<file path="config.mk">
export PLATFORM = sky130hd
export DESIGN_NAME = video_pattern_source
export DESIGN_NICKNAME = d
export VERILOG_FILES = /design/src/rtl/video_pattern_source.sv
export SDC_FILE = /design/constraint.sdc
export NUM_CORES = 1
export LEC_CHECK = 0
export BUFFER_PORTS_ARGS = -buffer_cell sky130_fd_sc_hd__buf_2
export CORE_AREA = 8 8 77 79
export DETAILED_ROUTE_END_ITERATION = 10
export DIE_AREA = 0 0 85 87
export PLACE_DENSITY = 0.73
export SLEW_MARGIN = 20
export SYNTH_ARGS = -nofsm -noshare
export SYNTH_HDL_FRONTEND = slang
export SYNTH_SLANG_ARGS = --single-unit
</file>
<file path="constraint.sdc">
create_clock -name i_clk -period 1.9 [get_ports i_clk]
set_input_delay 0.285 -clock i_clk [delete_from_list [all_inputs] [get_ports i_clk]]
set_output_delay 0.285 -clock i_clk [all_outputs]
set_load 0.01 [all_outputs]
</file>
<file path="src/rtl/video_pattern_source.sv">
// Free-running raster timing generator with 75% colour bars in 10-bit 4:2:2.
// Optional build macro VIDEO_PATTERN_CROSSHAIR_EN overlays a 1-pixel white crosshair.
module video_pattern_source #(
    parameter int H_ACTIVE = 720,
    parameter int H_BLANK  = 138,
    parameter int V_ACTIVE = 480,
    parameter int V_BLANK  = 45
) (
    input  logic        i_clk,
    input  logic        i_reset,
    input  logic        i_enable,
    output logic [19:0] o_vdat_colour,
    output logic [3:0]  o_fvht
);

    localparam int H_TOTAL = H_BLANK + H_ACTIVE;
    localparam int V_TOTAL = V_BLANK + V_ACTIVE;
    localparam int HW      = $clog2(H_TOTAL);
    localparam int VW      = $clog2(V_TOTAL);
    localparam int BAR_W   = H_ACTIVE / 8;
    localparam logic HB_ODD = 1'(H_BLANK % 2);

    logic [HW-1:0] h_cnt_q, h_cnt_d;
    logic [VW-1:0] v_cnt_q, v_cnt_d;
    logic          field_q, field_d;
    logic [19:0]   colour_q, colour_d;
    logic [3:0]    fvht_q, fvht_d;

    logic          h_blank, v_blank, line_start, p_odd;
    logic [2:0]    bar;
    logic [9:0]    y_val, cb_val, cr_val, c_val;

    always_ff @(posedge i_clk) begin
        if (i_reset) begin
            h_cnt_q  <= '0;
            v_cnt_q  <= '0;
            field_q  <= 1'b0;
            colour_q <= 20'h80040;
            fvht_q   <= 4'b0110;
        end else if (i_enable) begin
            h_cnt_q  <= h_cnt_d;
            v_cnt_q  <= v_cnt_d;
            field_q  <= field_d;
            colour_q <= colour_d;
            fvht_q   <= fvht_d;
        end
    end

    always_comb begin
        h_cnt_d = h_cnt_q + 1'b1;
        v_cnt_d = v_cnt_q;
        field_d = field_q;
        if (h_cnt_q == HW'(H_TOTAL - 1)) begin
            h_cnt_d = '0;
            if (v_cnt_q == VW'(V_TOTAL - 1)) begin
                v_cnt_d = '0;
                field_d = ~field_q;
            end else begin
                v_cnt_d = v_cnt_q + 1'b1;
            end
        end
    end

    // Bar index from fixed h_cnt boundaries; the last bar keeps any remainder.
    always_comb begin
        bar = 3'd0;
        for (int k = 1; k < 8; k++) begin
            if (h_cnt_q >= HW'(H_BLANK + k * BAR_W)) begin
                bar = 3'(k);
            end
        end
    end

    always_comb begin
        y_val  = 10'd64;
        cb_val = 10'd512;
        cr_val = 10'd512;
        case (bar)
            3'd0: begin y_val = 10'd940; cb_val = 10'd512; cr_val = 10'd512; end
            3'd1: begin y_val = 10'd646; cb_val = 10'd176; cr_val = 10'd567; end
            3'd2: begin y_val = 10'd525; cb_val = 10'd625; cr_val = 10'd176; end
            3'd3: begin y_val = 10'd450; cb_val = 10'd289; cr_val = 10'd231; end
            3'd4: begin y_val = 10'd335; cb_val = 10'd735; cr_val = 10'd793; end
            3'd5: begin y_val = 10'd260; cb_val = 10'd399; cr_val = 10'd848; end
            3'd6: begin y_val = 10'd139; cb_val = 10'd848; cr_val = 10'd457; end
            default: begin y_val = 10'd64; cb_val = 10'd512; cr_val = 10'd512; end
        endcase
    end

    // Chroma phase follows the active pixel index, so fold in H_BLANK parity.
    always_comb begin
        h_blank    = (h_cnt_q < HW'(H_BLANK));
        v_blank    = (v_cnt_q < VW'(V_BLANK));
        line_start = (h_cnt_q == '0);
        p_odd      = h_cnt_q[0] ^ HB_ODD;
        c_val      = p_odd ? cr_val : cb_val;
        colour_d   = {c_val, y_val};
        if (h_blank || v_blank) begin
            colour_d = {10'h200, 10'h040};
        end
`ifdef VIDEO_PATTERN_CROSSHAIR_EN
        else if ((v_cnt_q == VW'(V_BLANK + V_ACTIVE / 2)) ||
                 (h_cnt_q == HW'(H_BLANK + H_ACTIVE / 2))) begin
            colour_d = {10'd512, 10'd940};
        end
`endif
        fvht_d = {field_q, v_blank, h_blank, line_start};
    end

    assign o_vdat_colour = colour_q;
    assign o_fvht        = fvht_q;

endmodule

</file>
==> impl_metrics.yaml <==
synthesis:
  ys_warn_count: 0
  yosys.cell_count.top_type: "dfxtp_1"
  syn_area_um2: 2360
  synth_top_area_cell: "dfxtp_1"
  synth-simple-area-share: 0.257
  synth_compound_area_frac: 0.205
  synth_fa_ha_area_frac: 0.0265
  synth_edf_count: 0
  syn-num-nets: 289
  synth_top_family_by_area: "simple AND/OR/NAND/NOR gates"
  ys_ff_latch: 43
  yosysSeqAreaShare: 0.365
  synth_xor_area_frac: 0.0631
  ys_async_sr_fraction: 0
  ys_types: 60
  synth_top_area_share: 0.365
  synthTopCellsByCount: "dfxtp_1 (43), nor2_1 (39), nand2_1 (29)"
  synth_ff_type: "dfxtp_1"
  synthMuxAreaShare: 0.0170
  yosys-top-cells-area: "dfxtp_1 (36%), nor2_1 (6.2%), nand2_1 (4.6%)"
  synthCells: 281
  avgSynthCellArea_um2: 8.40
critical_path:
  criticalPathCategory: "register to register"
  rr_worst_depth: 9
  crit_end: "v_cnt_q[9]$_SDFFE_PP0P_"
  crit_arrival_ps: 2220
  crit_start: "h_cnt_q[1]$_SDFFE_PP0P_"
  critPathMaxFanout: 5
  crit_required_ps: 2140
  r2r_start: "h_cnt_q[1]$_SDFFE_PP0P_"
  worstSetupEndpointType: "register"
  critPathMaxStageDelay_ps: 460
  crit_cells: 9
  reg2reg_to: "v_cnt_q[9]$_SDFFE_PP0P_"
  slowest_stage: "or4b_4"
  critPathTopFamily: "simple AND/OR/NAND/NOR gates"
  cp-start-kind: "register"
  crit_chain: "inv_4, ha_4, or4b_4, nor4_4, and4_4, buf_4, nand2_4, xor2_2, nor2_2"
  rrSetupSlack_ps: -80
  critPathBufInv: 2
status:
  outcome: "finished with violations"
  violations: "setup timing"
timing:
  final_hold_viol_count: 0
  finalClockSkew_ps: 9.04
  rsz0062_at_grt: "true"
  finalCritPeriodShare: 1.04
  hold_slack_ps: 289
  period_needed_ps: 1980
  drv_slew: 0
  worstMarginPinSlew_ps: 490
  setup_viol: 9
  fmax_mhz: 505
  slew_headroom: 0.669
  timing.setup.tns_ps: -303
  worst_slack_ps: -79.3
run:
  cap_violations: 0
global_routing:
  grt_max_degree: 18
  antenna_found_initial: 0
  grt_pass1_vias: 2152
  grt_util_all_layers: 0.171
  overflow: 0
  grt_pass1_wl_um: 10200
place:
  pre_cts_slack_ps: -151
  portBuffers: 25
  finalWeightedCongestion: 0.862
  hpwl_um: 4330
cts:
  path_clk_slew_ps: 80
  clk_path_buf_depth: 2
  h-tree-depth: 2
  cts.sinks: 43
  cts_tree: "built"
  root_buffer: "clkbuf_8"
  postCtsHoldBufs: 0
  cts_buffers: 5
  clk_latency_ps: 300
routing:
  firstDrtPassIters: 5
  wirelength_um: 6450
  via_count: 2330
  antenna_left: 0
  wl_per_cell_um: 15.6
  drt_iter0_markers: 104
  vias_per_cell: 5.63
  drc: 0
floorplan:
  fp.dieArea_um2: 7400
  start_util: 0.487
  ioPinCount: 27
  core_area_um2: 4850
  die_h_um: 87
  die_x_um: 85
  rows: 26
power:
  total_power_mw: 1.62
  power.switching_mw: 0.411
  p_sw_frac: 0.253
  clkPwrFrac: 0.359
  p_leak_nw: 1.32
  p_int_mw: 1.21
  power_frac_seq: 0.562
  power_density_nw_per_um2: 501
  ir_drop_v: 0.000452
  combPwrFrac: 0.079
worst_hold_path:
  hp-class: "input port to register"
layout:
  drive_gt1_frac: 0.433
  areaGrowthSynthToFinish_pct: 37.4
  utilization: 0.669
  fin_nets: 365
  antenna_cells: 0
==> cell type report <==
cell class	count	area (um^2)
multi-input cells	209	1560
repair buffers	89	611
flip-flops and latches	43	883
clock inverters	2	12.5
inverters	9	38.8
clock buffers	6	72.6
fillers	392	1600
well taps	56	70.1
==> what timing repair did <==
item                                    4_1_cts  5_1_grt
buffers inserted                              4        7
pin swaps                                    10       16
endpoints found under the setup margin       23       31
gates resized for setup                      28       32
cloned                                        1        1
==> power groups by stage <==
stage,clock (mW),sequential [mW],combinational [mW]
2_1_floorplan,0,0.942,0.0664
3_3_place_gp,0,0.938,0.103
3_5_place_dp,0,0.940,0.104
4_1_cts,0.596,0.914,0.119
5_1_grt,0.646,0.914,0.139
6_report,0.583,0.913,0.128
==> sequential cells by signal, summed over array words and instances (netlist names) <==
signal         cells
field_q            1
v_cnt_q           10
o_vdat_colour     18
h_cnt_q           10
o_fvht             4
==> worst reg2reg max path, cell delays in order (launching register included) <==
cell and delay [ps]:
dfxtp_4 360, inv_4 60, ha_4 110, or4b_4 460
nor4_4 230, and4_4 300, buf_4 120, nand2_4 40
xor2_2 150, nor2_2 90
==> kinds of logic (layout without fill, tap and decap cells) <==
kind of cell    count (synthesis)  count (layout)
simple gates                  120             121
compound gates                 61              61
flops                          43              43
buf+inv                        30             106
xor+xnor                       17              17
fa+ha+maj                       5               5
mux                             4               4
other cells                     1               1
==> how the worst min path moves through the flow <==
stage                                    from                              to  slack, ps  cells past startpoint
6_report                             i_enable         h_cnt_q[0]$_SDFFE_PP0P_        290                      3
5_1_grt                              i_enable         h_cnt_q[0]$_SDFFE_PP0P_        300                      3
4_1_cts                              i_enable         h_cnt_q[0]$_SDFFE_PP0P_        290                      3
3_5_place_dp   o_vdat_colour[17]$_SDFFE_PP0P_  o_vdat_colour[17]$_SDFFE_PP0P_        450                      2
3_3_place_gp   o_vdat_colour[10]$_SDFFE_PP0P_  o_vdat_colour[10]$_SDFFE_PP0P_        430                      2
2_1_floorplan         v_cnt_q[0]$_SDFFE_PP0P_         v_cnt_q[0]$_SDFFE_PP0P_        470                      2
==> per-layer routing <==
layer	routed length, um	GRT usage	vias up
li1	-	-	1140
met1	2780	0.196	1121
met2	3260	0.293	59
met3	320	0.0462	10
met4	87	0.0680	0
met5	0	0	-
==> through the flow <==
step / cell area, um^2 / instances
after floorplan: 2380 / 281
after global placement: 2840 / 393
after detailed placement: 2840 / 393
after CTS: 3060 / 406
after global routing: 3240 / 414
final: 3240 / 414
==> placed cells by master (no fill, tap or decap), types with 2 or more instances in the layout <==
| cell | instances |
|---|---|
| o31ai_2 | 2 |
| nor4_1 | 2 |
| a22oi_1 | 4 |
| nor2_2 | 3 |
| or3b_4 | 2 |
| and3_1 | 2 |
| a21oi_1 | 13 |
| nand3_1 | 6 |
| inv_1 | 7 |
| clkbuf_8 | 5 |
| buf_4 | 61 |
| dfxtp_2 | 6 |
| or2_4 | 2 |
| buf_6 | 2 |
| a21oi_2 | 4 |
| or3_4 | 2 |
| nor2b_1 | 4 |
| nand2_2 | 2 |
| o211ai_1 | 5 |
| buf_2 | 26 |
| dfxtp_4 | 4 |
| a211o_1 | 4 |
| inv_4 | 2 |
| nand2_1 | 27 |
| ha_1 | 3 |
| xor2_1 | 10 |
| and2_4 | 2 |
| nor3_2 | 2 |
| nor2_1 | 35 |
| dfxtp_1 | 33 |
| nor3_1 | 2 |
| o21ai_1 | 3 |
| a31oi_4 | 2 |
| a32oi_1 | 2 |
| a31oi_1 | 2 |
| mux2i_1 | 4 |
| and2_1 | 2 |
| nand4_1 | 8 |
| o21ai_0 | 3 |
| xnor2_1 | 5 |
No activity file was read; power rests on OpenSTA's default activity.
